$ cat src/rtl/fifo_rd_arbiter_if.sv
// Handshake bundle between the FIFO read arbiter, its channel FIFOs and the
// downstream consumer.
//
// Valid/ready semantics: a word transfers on every rd_clk edge where
// out_valid and out_ready are both high; once out_valid is raised, out_data,
// out_src and out_first hold until that transfer happens. On the FIFO side,
// a first-word-fall-through head word is valid whenever fifo_empty[i] is low,
// and a high fifo_rd_en[i] at an edge consumes that word.
interface fifo_rd_arbiter_if #(
  parameter int NUM_REQ    = 3,
  parameter int DATA_WIDTH = 32,
  parameter int SRC_W      = 2
);
  logic [NUM_REQ-1:0]            fifo_empty;
  logic [NUM_REQ*DATA_WIDTH-1:0] fifo_rd_data;
  logic [NUM_REQ-1:0]            fifo_rd_en;
  logic                          out_valid;
  logic                          out_ready;
  logic [DATA_WIDTH-1:0]         out_data;
  logic [SRC_W-1:0]              out_src;
  logic                          out_first;

  // Arbiter side: reads the FIFO heads, pops them, drives the output word.
  modport master (
    input  fifo_empty,
    input  fifo_rd_data,
    input  out_ready,
    output fifo_rd_en,
    output out_valid,
    output out_data,
    output out_src,
    output out_first
  );

  // Environment side: the FIFO read ports and the consumer.
  modport slave (
    output fifo_empty,
    output fifo_rd_data,
    output out_ready,
    input  fifo_rd_en,
    input  out_valid,
    input  out_data,
    input  out_src,
    input  out_first
  );
endinterface

$ cat src/rtl/fifo_rd_arbiter.sv
// Round-robin read scheduler for NUM_REQ first-word-fall-through FIFOs.
// One FIFO is granted at a time and drained for up to BURST_MAX beats; the
// popped words leave through a single registered valid/ready stage tagged
// with their source index and a first-beat-of-grant flag.
module fifo_rd_arbiter #(
  parameter int NUM_REQ    = 3,
  parameter int DATA_WIDTH = 32,
  parameter int BURST_MAX  = 8,
  parameter int SRC_W      = 2
) (
  input  logic                 rd_clk,
  input  logic                 rd_rstn,
  fifo_rd_arbiter_if.master    bus,
  input  logic [NUM_REQ-1:0]   req_enable,
  output logic                 busy,
  output logic                 dbg_state,
  output logic [SRC_W-1:0]     dbg_last_grant
);

  localparam int CNT_W = $clog2(BURST_MAX) + 1;
  localparam int PAD_N = 1 << SRC_W;
  localparam logic [SRC_W:0]     NUM_REQ_X = (SRC_W+1)'(NUM_REQ);
  localparam logic [CNT_W-1:0]   LAST_BEAT = CNT_W'(BURST_MAX - 1);
  localparam logic [SRC_W-1:0]   LAST_IDX  = SRC_W'(NUM_REQ - 1);

  typedef enum logic {
    IDLE  = 1'b0,
    GRANT = 1'b1
  } state_t;

  state_t                state;
  logic [SRC_W-1:0]      g;
  logic [SRC_W-1:0]      last_grant;
  logic [CNT_W-1:0]      beat_cnt;

  logic                  out_valid_q;
  logic [DATA_WIDTH-1:0] out_data_q;
  logic [SRC_W-1:0]      out_src_q;
  logic                  out_first_q;

  logic [NUM_REQ-1:0]    eligible;
  logic [PAD_N-1:0]      elig_pad;
  logic                  sel_valid;
  logic [SRC_W-1:0]      sel_idx;
  logic [SRC_W:0]        cand;

  logic                  g_empty;
  logic                  g_en;
  logic [DATA_WIDTH-1:0] g_data;
  logic                  pop;
  logic                  last_beat;
  logic                  grant_end;
  logic [NUM_REQ-1:0]    rd_en;

  // A requester competes only when enabled and holding a word. The vector is
  // zero-padded so any SRC_W-bit index addresses it without a range check.
  assign eligible = req_enable & ~bus.fifo_empty;
  assign elig_pad = PAD_N'(eligible);

  // Round-robin pick: scan from the farthest offset down to last_grant+1 so
  // the nearest eligible requester after the previous grant wins.
  always_comb begin
    sel_valid = 1'b0;
    sel_idx   = '0;
    cand      = '0;
    for (int k = NUM_REQ; k >= 1; k--) begin
      cand = {1'b0, last_grant} + (SRC_W+1)'(k);
      if (cand >= NUM_REQ_X) begin
        cand = cand - NUM_REQ_X;
      end
      if (elig_pad[cand[SRC_W-1:0]]) begin
        sel_valid = 1'b1;
        sel_idx   = cand[SRC_W-1:0];
      end
    end
  end

  // Mux out the empty flag, enable and head word of the granted FIFO.
  always_comb begin
    g_empty = 1'b1;
    g_en    = 1'b0;
    g_data  = '0;
    for (int i = 0; i < NUM_REQ; i++) begin
      if (g == SRC_W'(i)) begin
        g_empty = bus.fifo_empty[i];
        g_en    = req_enable[i];
        g_data  = bus.fifo_rd_data[i*DATA_WIDTH +: DATA_WIDTH];
      end
    end
  end

  // Pop whenever the granted FIFO has a word, is still enabled and the
  // output register is free or being emptied this same cycle. A grant ends
  // after its BURST_MAX-th pop, or at once when its FIFO runs dry or is
  // disabled; a stalled consumer only pauses it.
  assign pop       = (state == GRANT) & ~g_empty & g_en & (~out_valid_q | bus.out_ready);
  assign last_beat = pop & (beat_cnt == LAST_BEAT);
  assign grant_end = (state == GRANT) & (last_beat | g_empty | ~g_en);

  // Pop strobe goes only to the granted FIFO, so it is one-hot or zero.
  always_comb begin
    rd_en = '0;
    for (int i = 0; i < NUM_REQ; i++) begin
      rd_en[i] = pop & (g == SRC_W'(i));
    end
  end

  // Grant FSM plus the output register; everything here clears on rd_rstn,
  // which discards a word that was popped but not yet accepted.
  always_ff @(posedge rd_clk or negedge rd_rstn) begin
    if (!rd_rstn) begin
      state       <= IDLE;
      busy        <= 1'b0;
      g           <= '0;
      last_grant  <= LAST_IDX;
      beat_cnt    <= '0;
      out_valid_q <= 1'b0;
      out_data_q  <= '0;
      out_src_q   <= '0;
      out_first_q <= 1'b0;
    end else begin
      case (state)
        IDLE: begin
          if (sel_valid) begin
            g        <= sel_idx;
            beat_cnt <= '0;
            state    <= GRANT;
            busy     <= 1'b1;
          end
        end
        GRANT: begin
          if (pop) begin
            beat_cnt <= beat_cnt + CNT_W'(1);
          end
          if (grant_end) begin
            last_grant <= g;
            state      <= IDLE;
            busy       <= 1'b0;
          end
        end
        default: begin
          state <= IDLE;
          busy  <= 1'b0;
        end
      endcase

      // A pop overwrites the output word even while the old one is being
      // accepted, which keeps a grant streaming at one beat per cycle.
      if (pop) begin
        out_valid_q <= 1'b1;
        out_data_q  <= g_data;
        out_src_q   <= g;
        out_first_q <= (beat_cnt == '0);
      end else if (out_valid_q && bus.out_ready) begin
        out_valid_q <= 1'b0;
      end
    end
  end

  assign bus.fifo_rd_en = rd_en;
  assign bus.out_valid  = out_valid_q;
  assign bus.out_data   = out_data_q;
  assign bus.out_src    = out_src_q;
  assign bus.out_first  = out_first_q;

  assign dbg_state      = logic'(state);
  assign dbg_last_grant = last_grant;

endmodule
$ cat src/flat_wrapper.sv
// flat-port wrapper written by rule: the top's interface ports become plain ports
module fifo_rd_arbiter_flat 
#(
  parameter int NUM_REQ    = 3,
  parameter int DATA_WIDTH = 32,
  parameter int BURST_MAX  = 8,
  parameter int SRC_W      = 2
)
  (rd_clk, rd_rstn, req_enable, busy, dbg_state, dbg_last_grant, bus_fifo_empty, bus_fifo_rd_data, bus_out_ready, bus_fifo_rd_en, bus_out_valid, bus_out_data, bus_out_src, bus_out_first);
  fifo_rd_arbiter_if #(.NUM_REQ(NUM_REQ), .DATA_WIDTH(DATA_WIDTH), .SRC_W(SRC_W)) bus_i ();
  input  logic rd_clk;
  input  logic rd_rstn;
  input  logic [NUM_REQ-1:0] req_enable;
  output logic busy;
  output logic dbg_state;
  output logic [SRC_W-1:0] dbg_last_grant;
  input wire logic [$bits(bus_i.fifo_empty)-1:0] bus_fifo_empty;
  input wire logic [$bits(bus_i.fifo_rd_data)-1:0] bus_fifo_rd_data;
  input wire logic [$bits(bus_i.out_ready)-1:0] bus_out_ready;
  output wire logic [$bits(bus_i.fifo_rd_en)-1:0] bus_fifo_rd_en;
  output wire logic [$bits(bus_i.out_valid)-1:0] bus_out_valid;
  output wire logic [$bits(bus_i.out_data)-1:0] bus_out_data;
  output wire logic [$bits(bus_i.out_src)-1:0] bus_out_src;
  output wire logic [$bits(bus_i.out_first)-1:0] bus_out_first;
  assign bus_i.fifo_empty = bus_fifo_empty;
  assign bus_i.fifo_rd_data = bus_fifo_rd_data;
  assign bus_i.out_ready = bus_out_ready;
  assign bus_fifo_rd_en = bus_i.fifo_rd_en;
  assign bus_out_valid = bus_i.out_valid;
  assign bus_out_data = bus_i.out_data;
  assign bus_out_src = bus_i.out_src;
  assign bus_out_first = bus_i.out_first;
  fifo_rd_arbiter #(.NUM_REQ(NUM_REQ), .DATA_WIDTH(DATA_WIDTH), .BURST_MAX(BURST_MAX), .SRC_W(SRC_W)) u_core (.rd_clk(rd_clk), .rd_rstn(rd_rstn), .bus(bus_i), .req_enable(req_enable), .busy(busy), .dbg_state(dbg_state), .dbg_last_grant(dbg_last_grant));
endmodule
$ cat config.mk
export PLATFORM = sky130hd
export DESIGN_NAME = fifo_rd_arbiter_flat
export DESIGN_NICKNAME = d
export VERILOG_FILES = /design/src/rtl/fifo_rd_arbiter_if.sv /design/src/rtl/fifo_rd_arbiter.sv /design/src/flat_wrapper.sv
export SDC_FILE = /design/constraint.sdc
export NUM_CORES = 1
export LEC_CHECK = 0
export BUFFER_PORTS_ARGS = -buffer_cell sky130_fd_sc_hd__buf_4
export CORE_ASPECT_RATIO = 0.6
export CORE_MARGIN = 2
export CORE_UTILIZATION = 35
export CTS_BUF_LIST = sky130_fd_sc_hd__clkbuf_16
export CTS_CLUSTER_DIAMETER = 150
export DETAILED_ROUTE_END_ITERATION = 8
export GPL_TIMING_DRIVEN = 0
export PLACE_DENSITY_LB_ADDON = 0.05
export SETUP_SLACK_MARGIN = 0.5
export SKIP_CTS_REPAIR_TIMING = 1
export SKIP_LAST_GASP = 1
export SYNTH_ARGS = -nofsm -noshare
export SYNTH_HDL_FRONTEND = slang
export SYNTH_SLANG_ARGS = --single-unit
export TNS_END_PERCENT = 100
$ cat constraint.sdc
create_clock -name rd_clk -period 3.11 [get_ports rd_clk]
set_clock_uncertainty 0.2 [all_clocks]
set_input_delay 0.622 -clock rd_clk [delete_from_list [all_inputs] [get_ports rd_clk]]
set_output_delay 0.622 -clock rd_clk [all_outputs]
set_load 0.005 [all_outputs]
==> Implementation_results.wiki <==
{| class="wikitable"
! Metric !! Value
|-
| Status || complete, no violations
|-
| Hold violation total from the final report || 0
|-
| Number of max-slew violations in the final report || 0
|-
| Top layer used by detailed routing || met4
|-
| Top flip-flop cell by instance count after synthesis || sky130_fd_sc_hd__dfrtp_1
|-
| Routed length on met1 || approximately 3.9 mm
|-
| Net count after synthesis || roughly 410
|-
| Type of element launching the critical path || input pin
|-
| Area enclosed by the die boundary || roughly 8400 sq um
|-
| FILL cells || roughly 700
|-
| Initial antenna violation count || 0
|-
| Worst IR Drop VDD || about 0.00044 V
|-
| Vias after detailed routing || 2726
|-
| Crit Path Max Fanout || 10
|-
| Total gr overflow || 0
|-
| Vertical extent of the die || between 70 and 80 um
|-
| Mapped Cells || between 300 and 400
|-
| First-pass GRT wire length || around 13 mm
|-
| Final critical-path required period || approximately 2600 ps
|-
| Routed wire length on met3 || approximately 720 um
|-
| Final net count || around 570
|-
| Clock buffers created by TritonCTS || 5
|-
| Pin count of the biggest net entering global routing || 47
|-
| Post-Route WL || 8.310 mm
|-
| Area of the multi-input gates || ~1400 sq um
|-
| DRT antenna net count || 0
|-
| Relative slew slack || about 56%
|-
| Actual transition at the worst max-transition pin || ~650 ps
|-
| WHS || approximately 130 ps
|-
| Count of flip-flops with a built-in enable after synthesis || 0
|-
| Fraction of the yosys area taken by sequential cells || roughly 43%
|-
| Data arrival time of the critical path || ~1800 ps
|-
| Detailed Route Iter0 Violations || approximately 110
|-
| Leakage || 2.119 nW
|-
| Core Footprint || around 7300 sq um
|-
| Routed wire length per instance || approximately 15 um
|-
| H-Tree Depth || 2
|-
| Max-capacitance violation count || 0
|-
| Number of detailed-routing iterations run before antenna repair || 4
|-
| Routed length on met2 || 3.629 mm
|-
| Global router's overall resource usage || 19.58%
|-
| Sequential cell area || ~1200 sq um
|-
| Average vias per placed instance || between 4 and 5
|-
| CTS tree || done
|-
| Starting utilization of the core area || 36.41%
|-
| Number of placement rows || 24
|-
| Share of async-settable or async-resettable flops after synthesis || 100.0%
|-
| Aggregate negative setup slack || 0 ps
|-
| Post-Syn Area per Cell || approximately 8.8 sq um
|-
| Number of buffers added on ports || about 150
|-
| Number of warnings reported in the yosys synthesis log || 0
|-
| Share of post-route cells with drive strength above 1 || slightly below 40%
|-
| N_diodes || 0
|-
| Classification of the worst setup path || input pin to output port
|-
| DPL Wire Length || between 6 and 7 mm
|-
| Critical Path RT || roughly 2300 ps
|-
| Area grow syn2layout || 55.35%
|-
| Ratio of total power to cell area || 874.5 nW/um^2
|-
| Setup repair after global routing missed its margin || yes
|-
| Clock insertion delay at the later pin of the skew report || roughly 280 ps
|-
| Standard cell area after detailed placement || roughly 3900 sq um
|-
| Number of top-level pins || about 150
|-
| Count of unique library cells instantiated by Yosys || 38
|-
| Number of flip-flops and latches in the synthesized netlist || 46
|-
| Upper clock frequency limit || roughly 0.38 GHz
|-
| Die Span X || between 100 and 150 um
|-
| Cell area after synthesis || roughly 2700 sq um
|-
| Via count of the first global-routing pass || 2536
|-
| Worst min path class || input pin to asynchronous set/reset pin
|-
| Nature of the critical path endpoint || output port
|-
| Root Buffer Master || sky130_fd_sc_hd__clkbuf_16
|-
| Final GP Congestion || roughly 0.84
|-
| Clock net sink count || 46
|-
| Final cycle utilization of the critical path || between 80% and 90%
|-
| Drc violations || 0
|-
| Post-route cell area || 4144 sq um
|-
| Maximum number of buffers from clock root to sink || 2
|-
| Clock-pin slew of the registers on the worst-case setup and hold paths || around 60 ps
|-
| Setup violations, final || 0
|}
[metrics by stage]
stage	worst slack, ps	util, %	power, W	cells
5_1_grt	418.6	56.56	0.003950	567
3_3_place_gp	193.5	53.24	0.002993	555
2_1_floorplan	634.5	-	0.002181	304
6_report	490.3	56.56	0.003624	567
3_5_place_dp	181.7	53.24	0.003035	555
4_1_cts	178.5	55.24	0.003571	563
[path summary, 6_finish.rpt]
check	startpoint	end	slack [ps]	cells after the start
max in group asynchronous	rd_rstn	u_core.bus.out_first	2170	1
min in group rd_clk	u_core.bus.out_data[18]	u_core.bus.out_data[18]	280	2
worst min-delay path	rd_rstn	u_core.dbg_last_grant[0]	130	1
worst max-delay path	bus_fifo_empty[1]	bus_fifo_rd_en[0]	490	8
worst min register to register	u_core.bus.out_data[18]	u_core.bus.out_data[18]	280	2
worst max register to register	u_core.dbg_last_grant[1]	u_core.beat_cnt[0]	620	7
[where the power goes]
part / total, W / switching, W / internal, W
registers: 0.00104 / 0.000171 / 0.000866
logic: 0.00206 / 0.00109 / 0.000976
clock network: 0.000523 / 0.000225 / 0.000298
total: 0.00362 / 0.00148 / 0.00214
[flip-flops by register name (all words and copies together), names as in the netlist]
signal,count
u_core.bus.out_valid,1
u_core.dbg_last_grant,2
u_core.beat_cnt,4
u_core.dbg_state,1
u_core.g,2
u_core.busy,1
u_core.bus.out_first,1
u_core.bus.out_src,2
u_core.bus.out_data,32
[critical path, cell delays in order]
cell                       delay (ps)
sky130_fd_sc_hd__buf_4            110
sky130_fd_sc_hd__nand2b_4         160
sky130_fd_sc_hd__a22oi_4          230
sky130_fd_sc_hd__nand4_4          130
sky130_fd_sc_hd__buf_6            150
sky130_fd_sc_hd__buf_4            170
sky130_fd_sc_hd__nor3_2           100
sky130_fd_sc_hd__buf_4            130
[cell families (layout without fill, tap and decap cells)]
kind of cell	Yosys count	in the layout	synth area share (%)
xor gates and xnor gates	1	1	0.3284
AOI/OAI and AO/OA	89	89	18.43
adders and majority gates	5	5	2.345
DFF	46	46	43.20
buffers and inverters	27	186	4.691
muxes	37	37	13.93
and+or+nand+nor	99	99	17.07
[layer usage]
metal  global-route usage (%)  vias to the layer above
met2                    28.97                       98
met3                    5.584                        2
met1                    29.13                     1263
met4                    3.137                        0
met5                        0                        -
li1                         -                     1363
[cell type report]
class / count / share of cell area (%)
multi-input combinational: 231 / 34.75
sequential: 46 / 27.81
timing repair buffer: 151 / 27.66
tap: 104 / 3.140
clock buffer: 5 / 3.019
buffer: 20 / 2.476
inverter: 7 / 0.6341
clock inverter: 3 / 0.5133
[cell usage in the layout, fill, tap and decap left out, types with 4 or more instances in the layout]
| cell | instances |
|---|---|
| sky130_fd_sc_hd__a21oi_1 | 36 |
| sky130_fd_sc_hd__ha_1 | 5 |
| sky130_fd_sc_hd__buf_4 | 152 |
| sky130_fd_sc_hd__buf_2 | 4 |
| sky130_fd_sc_hd__clkbuf_1 | 12 |
| sky130_fd_sc_hd__mux2i_1 | 36 |
| sky130_fd_sc_hd__nor2_1 | 39 |
| sky130_fd_sc_hd__nand2_1 | 35 |
| sky130_fd_sc_hd__clkbuf_16 | 5 |
| sky130_fd_sc_hd__dfrtp_1 | 45 |
| sky130_fd_sc_hd__inv_1 | 7 |
| sky130_fd_sc_hd__o21ai_0 | 40 |
[Yosys cell counts (2+ instances only)]
cell type                  number  area (sq um)
sky130_fd_sc_hd__nand2_1       35         131.4
sky130_fd_sc_hd__buf_6          2         22.52
sky130_fd_sc_hd__nand2b_1       3         18.77
sky130_fd_sc_hd__nor2b_1        3         18.77
sky130_fd_sc_hd__o21ai_0       40         200.2
sky130_fd_sc_hd__dfrtp_1       45          1126
sky130_fd_sc_hd__inv_1          7         26.28
sky130_fd_sc_hd__buf_2          4         20.02
sky130_fd_sc_hd__a31oi_1        2         12.51
sky130_fd_sc_hd__clkbuf_1      13         48.80
sky130_fd_sc_hd__mux2i_1       36         360.4
sky130_fd_sc_hd__a21oi_1       36         180.2
sky130_fd_sc_hd__nor2_1        41         153.9
sky130_fd_sc_hd__nand3_1        3         15.01
sky130_fd_sc_hd__a211oi_1       2         15.01
sky130_fd_sc_hd__or3_1          2         12.51
sky130_fd_sc_hd__nand3b_1       2         15.01
sky130_fd_sc_hd__a41oi_1        2         17.52
sky130_fd_sc_hd__and3_1         2         12.51
sky130_fd_sc_hd__ha_1           5         62.56
sky130_fd_sc_hd__a21o_1         2         15.01
No activity file was read; power rests on OpenSTA's default activity.
